$ cat src/rtl/sc_player_regshifter.sv
// Player row register with lives and collision FSM.
// The player pattern is loaded, shifted left or right with edge clamping,
// and compared against the obstacle row. A hit costs one life. The FSM
// stays in HIT until the next load, or stays in GAMEOVER until reset.
// Every output comes from a flop or is decoded from the registered state.
module sc_player_regshifter #(
  parameter int DATAWIDTH_BUS = 8,
  parameter int LIVES_INIT    = 3
) (
  input  logic                     SC_PLAYER_STATEMACHINE_CLOCK_50,
  input  logic                     SC_PLAYER_STATEMACHINE_RESET_InHigh,
  input  logic [1:0]               SC_PLAYER_REGSHIFTER_ShiftSelection_In,
  input  logic                     SC_PLAYER_REGSHIFTER_LoadData_InLow,
  input  logic [DATAWIDTH_BUS-1:0] SC_PLAYER_REGSHIFTER_Data_In,
  input  logic [DATAWIDTH_BUS-1:0] SC_PLAYER_REGSHIFTER_ObstacleRow_In,
  input  logic                     SC_PLAYER_REGSHIFTER_ObstacleValid_In,
  output logic [DATAWIDTH_BUS-1:0] SC_PLAYER_REGSHIFTER_Data_Out,
  output logic                     SC_PLAYER_REGSHIFTER_Lost_OutLow,
  output logic [1:0]               SC_PLAYER_REGSHIFTER_Lives_Out,
  output logic                     SC_PLAYER_REGSHIFTER_GameOver_OutLow,
  // Debug view of the registered FSM state (ALIVE=00, HIT=01, GAMEOVER=10)
  output logic [1:0]               SC_PLAYER_REGSHIFTER_State_Out
);

  // FSM encoding
  localparam logic [1:0] STATE_ALIVE    = 2'b00;
  localparam logic [1:0] STATE_HIT      = 2'b01;
  localparam logic [1:0] STATE_GAMEOVER = 2'b10;

  // Shift selector encoding; 00 and 11 both mean hold
  localparam logic [1:0] SHIFT_LEFT  = 2'b01;
  localparam logic [1:0] SHIFT_RIGHT = 2'b10;

  // Reset values: the player starts on bit 1
  localparam logic [DATAWIDTH_BUS-1:0] DATA_RESET  = DATAWIDTH_BUS'(2);
  localparam logic [1:0]               LIVES_RESET = 2'(LIVES_INIT);

  // Handshake: ObstacleValid_In is a valid-only qualifier. There is no ready.
  // The obstacle row is looked at only in a cycle where valid is 1. A row that
  // is not examined, because of a load, HIT or GAMEOVER, is dropped and is not
  // held for a later cycle.

  logic [1:0]               state_q, state_d;
  logic [DATAWIDTH_BUS-1:0] data_q,  data_d;
  logic [1:0]               lives_q, lives_d;

  logic                     load_req;
  logic                     overlap;
  logic                     collision;
  logic [DATAWIDTH_BUS-1:0] shifted;
  logic [1:0]               lives_dec;

  // Decode load and collision. Collision uses the pre-shift register value.
  always_comb begin
    load_req  = ~SC_PLAYER_REGSHIFTER_LoadData_InLow;
    overlap   = |(data_q & SC_PLAYER_REGSHIFTER_ObstacleRow_In);
    collision = (state_q == STATE_ALIVE) &&
                SC_PLAYER_REGSHIFTER_ObstacleValid_In &&
                !load_req && overlap;
  end

  // Candidate shift result. A shift that would push the set bit off the edge is clamped to hold.
  always_comb begin
    shifted = data_q;
    case (SC_PLAYER_REGSHIFTER_ShiftSelection_In)
      SHIFT_LEFT: begin
        if (!data_q[DATAWIDTH_BUS-1]) begin
          shifted = data_q << 1;
        end
      end
      SHIFT_RIGHT: begin
        if (!data_q[0]) begin
          shifted = data_q >> 1;
        end
      end
      default: shifted = data_q;
    endcase
  end

  // Lives counter: decrement on collision, saturating at zero
  always_comb begin
    lives_dec = (lives_q == 2'd0) ? 2'd0 : (lives_q - 2'd1);
    lives_d   = collision ? lives_dec : lives_q;
  end

  // Next-state logic
  always_comb begin
    state_d = state_q;
    case (state_q)
      STATE_ALIVE: begin
        if (collision) begin
          state_d = (lives_dec == 2'd0) ? STATE_GAMEOVER : STATE_HIT;
        end
      end
      STATE_HIT: begin
        if (load_req) begin
          state_d = STATE_ALIVE;
        end
      end
      STATE_GAMEOVER: begin
        state_d = STATE_GAMEOVER;
      end
      default: begin
        state_d = STATE_ALIVE;
      end
    endcase
  end

  // Player register: a load always wins; a shift applies only in ALIVE with no collision
  always_comb begin
    data_d = data_q;
    if (load_req) begin
      data_d = SC_PLAYER_REGSHIFTER_Data_In;
    end else if ((state_q == STATE_ALIVE) && !collision) begin
      data_d = shifted;
    end
  end

  // State flops with asynchronous active-high reset
  always_ff @(posedge SC_PLAYER_STATEMACHINE_CLOCK_50 or
              posedge SC_PLAYER_STATEMACHINE_RESET_InHigh) begin
    if (SC_PLAYER_STATEMACHINE_RESET_InHigh) begin
      state_q <= STATE_ALIVE;
      data_q  <= DATA_RESET;
      lives_q <= LIVES_RESET;
    end else begin
      state_q <= state_d;
      data_q  <= data_d;
      lives_q <= lives_d;
    end
  end

  assign SC_PLAYER_REGSHIFTER_Data_Out        = data_q;
  assign SC_PLAYER_REGSHIFTER_Lives_Out       = lives_q;
  assign SC_PLAYER_REGSHIFTER_Lost_OutLow     = (state_q == STATE_ALIVE);
  assign SC_PLAYER_REGSHIFTER_GameOver_OutLow = (state_q != STATE_GAMEOVER);
  assign SC_PLAYER_REGSHIFTER_State_Out       = state_q;

endmodule
$ cat config.mk
export PLATFORM = sky130hd
export DESIGN_NAME = sc_player_regshifter
export DESIGN_NICKNAME = d
export VERILOG_FILES = /design/src/rtl/sc_player_regshifter.sv
export SDC_FILE = /design/constraint.sdc
export NUM_CORES = 1
export LEC_CHECK = 0
export BUFFER_PORTS_ARGS = -buffer_cell sky130_fd_sc_hd__clkbuf_2
export CAP_MARGIN = 20
export CORE_UTILIZATION = 52
export CTS_BUF_LIST = sky130_fd_sc_hd__clkbuf_2
export DETAILED_ROUTE_END_ITERATION = 6
export HOLD_SLACK_MARGIN = 0.08
export PLACE_DENSITY = 0.86
export SLEW_MARGIN = 15
export SYNTH_ARGS = -nofsm -noshare
export SYNTH_HDL_FRONTEND = slang
export SYNTH_SLANG_ARGS = --single-unit
$ cat constraint.sdc
create_clock -name SC_PLAYER_STATEMACHINE_CLOCK_50 -period 4.2 [get_ports SC_PLAYER_STATEMACHINE_CLOCK_50]
set_input_delay 0.21 -clock SC_PLAYER_STATEMACHINE_CLOCK_50 [delete_from_list [all_inputs] [get_ports SC_PLAYER_STATEMACHINE_CLOCK_50]]
set_output_delay 0.21 -clock SC_PLAYER_STATEMACHINE_CLOCK_50 [all_outputs]
set_load 0.05 [all_outputs]
Word level (Yosys, flattened, before mapping)
Cells that the tools add are included.
{ "op_classes": {"addsub": 1, "eq_ne": 11, "mux": 10, "bitwise_logic": 1, "reduce_logical": 13} }
{ "op_table": {"columns": ["op", "n"], "rows": [
  ["8-bit two-way mux", 4],
  ["8-bit case mux with 2 select lines", 1],
  ["8-bit bitwise AND", 1],
  ["2-bit two-way mux", 4],
  ["8-bit OR reduction", 1],
  ["2-bit logical NOT", 3],
  ["3-bit != test (second input constant)", 2],
  ["2-bit case mux with 3 select lines", 1],
  ["3-bit AND reduction", 2],
  ["2-bit by 1-bit == test with 1-bit output (second input constant)", 2],
  ["2-bit == test (second input constant)", 2],
  ["1-bit logical AND", 4],
  ["2-bit by 1-bit != test with 1-bit output (second input constant)", 2],
  ["2-bit != test (second input constant)", 2],
  ["4-bit AND reduction", 1],
  ["3-bit by 1-bit != test with 1-bit output (second input constant)", 1],
  ["2-bit AND reduction", 1],
  ["2-bit by 1-bit subtractor with 2-bit output (second input constant)", 1],
  ["1-bit logical NOT", 1]
]} }
{ "word_totals": {"register_bits": 12, "inputBits": 22, "output_inout_bits": 14, "wordCells": 41} }

Depth between registers and ports, before layout
{ "depth": {"depth_word": 8, "mapped_depth": 5, "ltp_nobuf": 4} }

Worst setup path after synthesis
OpenSTA, ideal clock, no wires.
{ "synth_path": {"kind": "reg-to-reg", "from": "register state_q[0], in the netlist SC_PLAYER_REGSHIFTER_State_Out[0]", "to": "register data_q[2], in the netlist SC_PLAYER_REGSHIFTER_Data_Out[2]", "arrival_ns": 2.270, "setup_slack_ns": 1.805, "path_stages_with_launch": 5, "n_path_buf": 0, "period_less_slack_ns": 2.395, "cell_sequence": "dfrtp_1 > nor2_1 > and3_2 > a22oi_4 > mux2_4"} }
{ "synth_via": {"elab_chain_len": 8} }
{ "synth_lines": {"columns": ["item", "line_no", "rtl"], "rows": [
  ["start: declaration", "43", "logic [1:0] state_q, state_d;"],
  ["start signal: assignment", "127", "state_q <= state_d;"],
  ["2-bit logical NOT (*)", null, null],
  ["named net SC_PLAYER_REGSHIFTER_Lost_OutLow", "18", "output logic SC_PLAYER_REGSHIFTER_Lost_OutLow,"],
  ["1-bit logical AND", "57", "collision = (state_q == STATE_ALIVE) &&"],
  ["1-bit logical AND", "58", "SC_PLAYER_REGSHIFTER_ObstacleValid_In &&"],
  ["1-bit logical AND", "59", "!load_req && overlap;"],
  ["1-bit logical NOT", "114", "end else if ((state_q == STATE_ALIVE) && !collision) begin"],
  ["1-bit logical AND (*)", "114", null],
  ["2-bit by 1-bit != test with 1-bit output (no source line) (*)", null, null],
  ["4-bit AND reduction (no source line) (*)", null, null],
  ["end signal: assignment", "128", "data_q <= data_d;"],
  ["end: declaration", "44", "logic [DATAWIDTH_BUS-1:0] data_q, data_d;"]
]} }
The timed path passes the listed nets; every way through them passes the cells marked *.
A chain may end at the register's enable or synchronous reset.

Worst setup path after layout
{ "layout_path": {"from": "register data_q[0], in the netlist SC_PLAYER_REGSHIFTER_Data_Out[0]", "to": "register data_q[5], in the netlist SC_PLAYER_REGSHIFTER_Data_Out[5]"} }
{ "layout_via": {"elab_chain_len": 7, "word_cells_on_any_way": 8} }
{ "layout_lines": {"columns": ["item", "line_no", "rtl"], "rows": [
  ["8-bit bitwise AND", "56", "overlap = |(data_q & SC_PLAYER_REGSHIFTER_ObstacleRow_In);"],
  ["8-bit OR reduction", "56", null],
  ["1-bit logical AND", "59", null],
  ["1-bit logical NOT", "114", null],
  ["1-bit logical AND", "114", null],
  ["2-bit by 1-bit != test with 1-bit output (no source line)", null, null],
  ["4-bit AND reduction (no source line) (*)", null, null]
]} }
Every way passes the cells marked *; elsewhere a longest branch is shown, timed or not.

==> impl_results.md <==
- Status: finished clean
- GP Congestion: 0.8069
- #FFs+latches synth: 12
- Detail Route Antenna Nets: 0
- Main synth FF type: dfrtp_1
- # resized after CTS: 0
- Fill cells: 124
- Dpl cells: 134
- Area contributors post-synth: dfrtp_1 26%, mux2_4 10%, dfstp_2 9.2%
- Sequential fraction of the synthesis area: 35.37%
- Register area: 304.0 sq um
- DRC: 0
- Core Region: 0.001524 sq mm
- GR Overflow Total: 0
- Final setup violation count: 0
- WHS Path Cells: 4
- Ys Warns: 0
- Register-to-register setup slack: 2.40 ns
- Total vias in the final route: 836
- Initial antenna violation count: 0
- Total clock sinks: 12
- Commonest cells in the netlist: 10 x nor2_1, 9 x dfrtp_1, 8 x a31oi_1
- Final wirelength: 2.061 mm
- Slew @ Worst Pin: 0.4805 ns
- Minimum clock period: 1.800 ns
- Routed vias/inst: 6.014
- Leading area contributor after synthesis: dfrtp_1
- Area of the multi-input gates: 518.0 sq um
- Die Area: 0.001819 sq mm
- Syn_nets: 108
- DRT Pass-1 Iters: 4
- Post-CTS Setup Bufs: 0
- Library cells used by synthesis: 31
- Max Cap Viol: 0
- Layout cells sized above 1: 46.34%
- Hold slack: 0.2489 ns
- Worst reg2reg path depth: 4
- RR Startpoint: SC_PLAYER_REGSHIFTER_Data_Out[0]
- Final Instance Count excl. Fillers: 139
- Synthesis-to-finish area growth: 23.87%
- Worst Clk Skew: 0.0006513 ns
- Max Slew Vio Count: 0
- Share of synthesized flip-flops with an asynchronous set or reset: 100.0%
- Std-Cell Rows: 14
- CTS tree: yes
- Antenna cell count: 0
- Worst setup path class: reg -> reg
- DP HPWL: 1.509 mm
- Clock buffer depth: 2
- Reg2reg end: SC_PLAYER_REGSHIFTER_Data_Out[5]
- Die Ht: 42.66 um
- Worst Path Max Fanout: 11
- Crit. End Element: flop
- Worst Path Arrival: 1.99 ns
- Hold endpoint: SC_PLAYER_REGSHIFTER_Data_Out[0]
- RSZ-0062 raised after global routing: false
- Post-synth top area share: 26.20%
- Root buffer cell: clkbuf_2
- Required @ worst endpoint: 4.39 ns
- IO Port Bufs: 35
- Initial core utilization: 56.40%
- Slew headroom: 67.93%
- Num CTS Buffers: 3
- CTS clk-pin slew, worst paths: 0.13 ns
- Overall routing resource usage: 24.02%
- Largest net degree at the start of global routing: 22
- Worst Setup SP: SC_PLAYER_REGSHIFTER_Data_Out[0]
- Endpoints failing hold: 0
- I/O Pins: 36
- Peak supply drop: 0.3008 mV
- Setup crit start kind: flop
- First-pass GRT wire length: 3.325 mm
- H-tree depth: 1
- First DRT Iteration DRCs: 27
- DR WL/cell: 14.83 um
- Power per cell area: 506.6 mW/mm^2
- EDFF count, synth: 0
- Mapped Area: 859.6 sq um
- Worst-skew pair later-pin latency: 0.28 ns
- Syn_area_per_cell: 9.995 sq um
- Setup TNS: 0 ns
- Vias in the first global route: 746
- Die width: 42.66 um
- Hold Path Class: in -> reg
- Final Cycle Share: 42.86%
- Most common cell in the netlist: nor2_1
- Final nets: 146
- Mapped Cells: 86
- Leak: 0.0005107 uW
- Peak Freq: 0.5555 GHz
- Hold Path Origin: SC_PLAYER_REGSHIFTER_Data_In[0]
## cells in the final DEF, fill, tap and decap left out, types with 2 or more instances in the layout
| master | count |
|---|---|
| dfrtp_1 | 9 |
| o21ai_0 | 3 |
| and4bb_2 | 2 |
| nor2b_1 | 2 |
| mux2_4 | 6 |
| dfstp_2 | 3 |
| clkbuf_2 | 38 |
| nor2_1 | 10 |
| inv_1 | 5 |
| a22oi_1 | 4 |
| a21oi_1 | 5 |
| nor4bb_1 | 2 |
| a31oi_1 | 8 |
| o22ai_1 | 2 |
| nand3_1 | 2 |
| nand2b_1 | 2 |
| nand2_1 | 5 |
## critical path: stages (launching register included)
cell and delay (ns):
dfrtp_1 0.54, a22oi_2 0.28, nand4_4 0.16, a22oi_4 0.38, mux2_4 0.33
## per-layer routing
layer / routed length, um / share of wire (%) / track usage, % / vias to the layer above
li1: - / - / - / 401
met5: 0 / 0 / 0 / -
met3: 134 / 6.5 / 3.830 / 2
met1: 909 / 44 / 31.44 / 393
met4: 21 / 1.0 / 5.625 / 0
met2: 996 / 48 / 41.21 / 40
## what timing repair did
item / CTS / global route
hold endpoints to repair: 9 / 0
hold buffers: 1 / 0
setup endpoints to repair: 0 / 0
## state kept, by name, summed over array words and instances (netlist names)
register and flops:
SC_PLAYER_REGSHIFTER_State_Out 2, SC_PLAYER_REGSHIFTER_Data_Out 8, SC_PLAYER_REGSHIFTER_Lives_Out 2
## per-stage QoR
| step | power (uW) | area, sq um | utilization (%) | worst slack [ns] |
|---|---|---|---|---|
| global placement | 467.7 | 1036 | 67.98 | 2.461 |
| detailed placement | 474.6 | 1036 | 67.98 | 2.429 |
| global route | 561.3 | 1065 | 69.87 | 2.319 |
| CTS | 536.8 | 1065 | 69.87 | 2.407 |
| floorplan | 407.5 | 859.6 | - | 1.805 |
| finish | 539.4 | 1065 | 69.87 | 2.400 |
## where the power goes
| part | total [uW] | internal [uW] | leakage (uW) | switching, uW |
|---|---|---|---|---|
| Clock | 65.2 | 20.7 | 0.0000140 | 44.5 |
| Combinational | 291 | 94.3 | 0.000359 | 196 |
| Sequential | 184 | 143 | 0.000138 | 40.9 |
| Total | 539 | 258 | 0.000511 | 282 |
## logic make-up after synthesis
logic type | after synthesis | share of synthesized area (%)
flip-flops | 12 | 35.37
buffers and inverters | 8 | 4.367
multiplexers | 7 | 11.79
AND/OR/NAND/NOR | 30 | 23.73
AO/OA/AOI/OAI | 29 | 24.74
## worst max path at each step
stage	to	slack (ns)	cells past startpoint
2_1_floorplan	SC_PLAYER_REGSHIFTER_Data_Out[2]	1.80	4
3_3_place_gp	SC_PLAYER_REGSHIFTER_Data_Out[3]	2.46	4
3_5_place_dp	SC_PLAYER_REGSHIFTER_Data_Out[5]	2.43	4
4_1_cts	SC_PLAYER_REGSHIFTER_Data_Out[5]	2.41	4
5_1_grt	SC_PLAYER_REGSHIFTER_Data_Out[3]	2.32	4
6_report	SC_PLAYER_REGSHIFTER_Data_Out[5]	2.40	4
## layout make-up
cell class                 instances  share of cell area [%]
tap                               16                   1.880
inverter                           5                   1.763
clock buffer                       3                   1.410
sequential                        12                   28.55
multi-input combinational         66                   48.65
clock inverter                     1                  0.3525
timing repair buffer              36                   17.39
(Power assumes the default switching activity.)
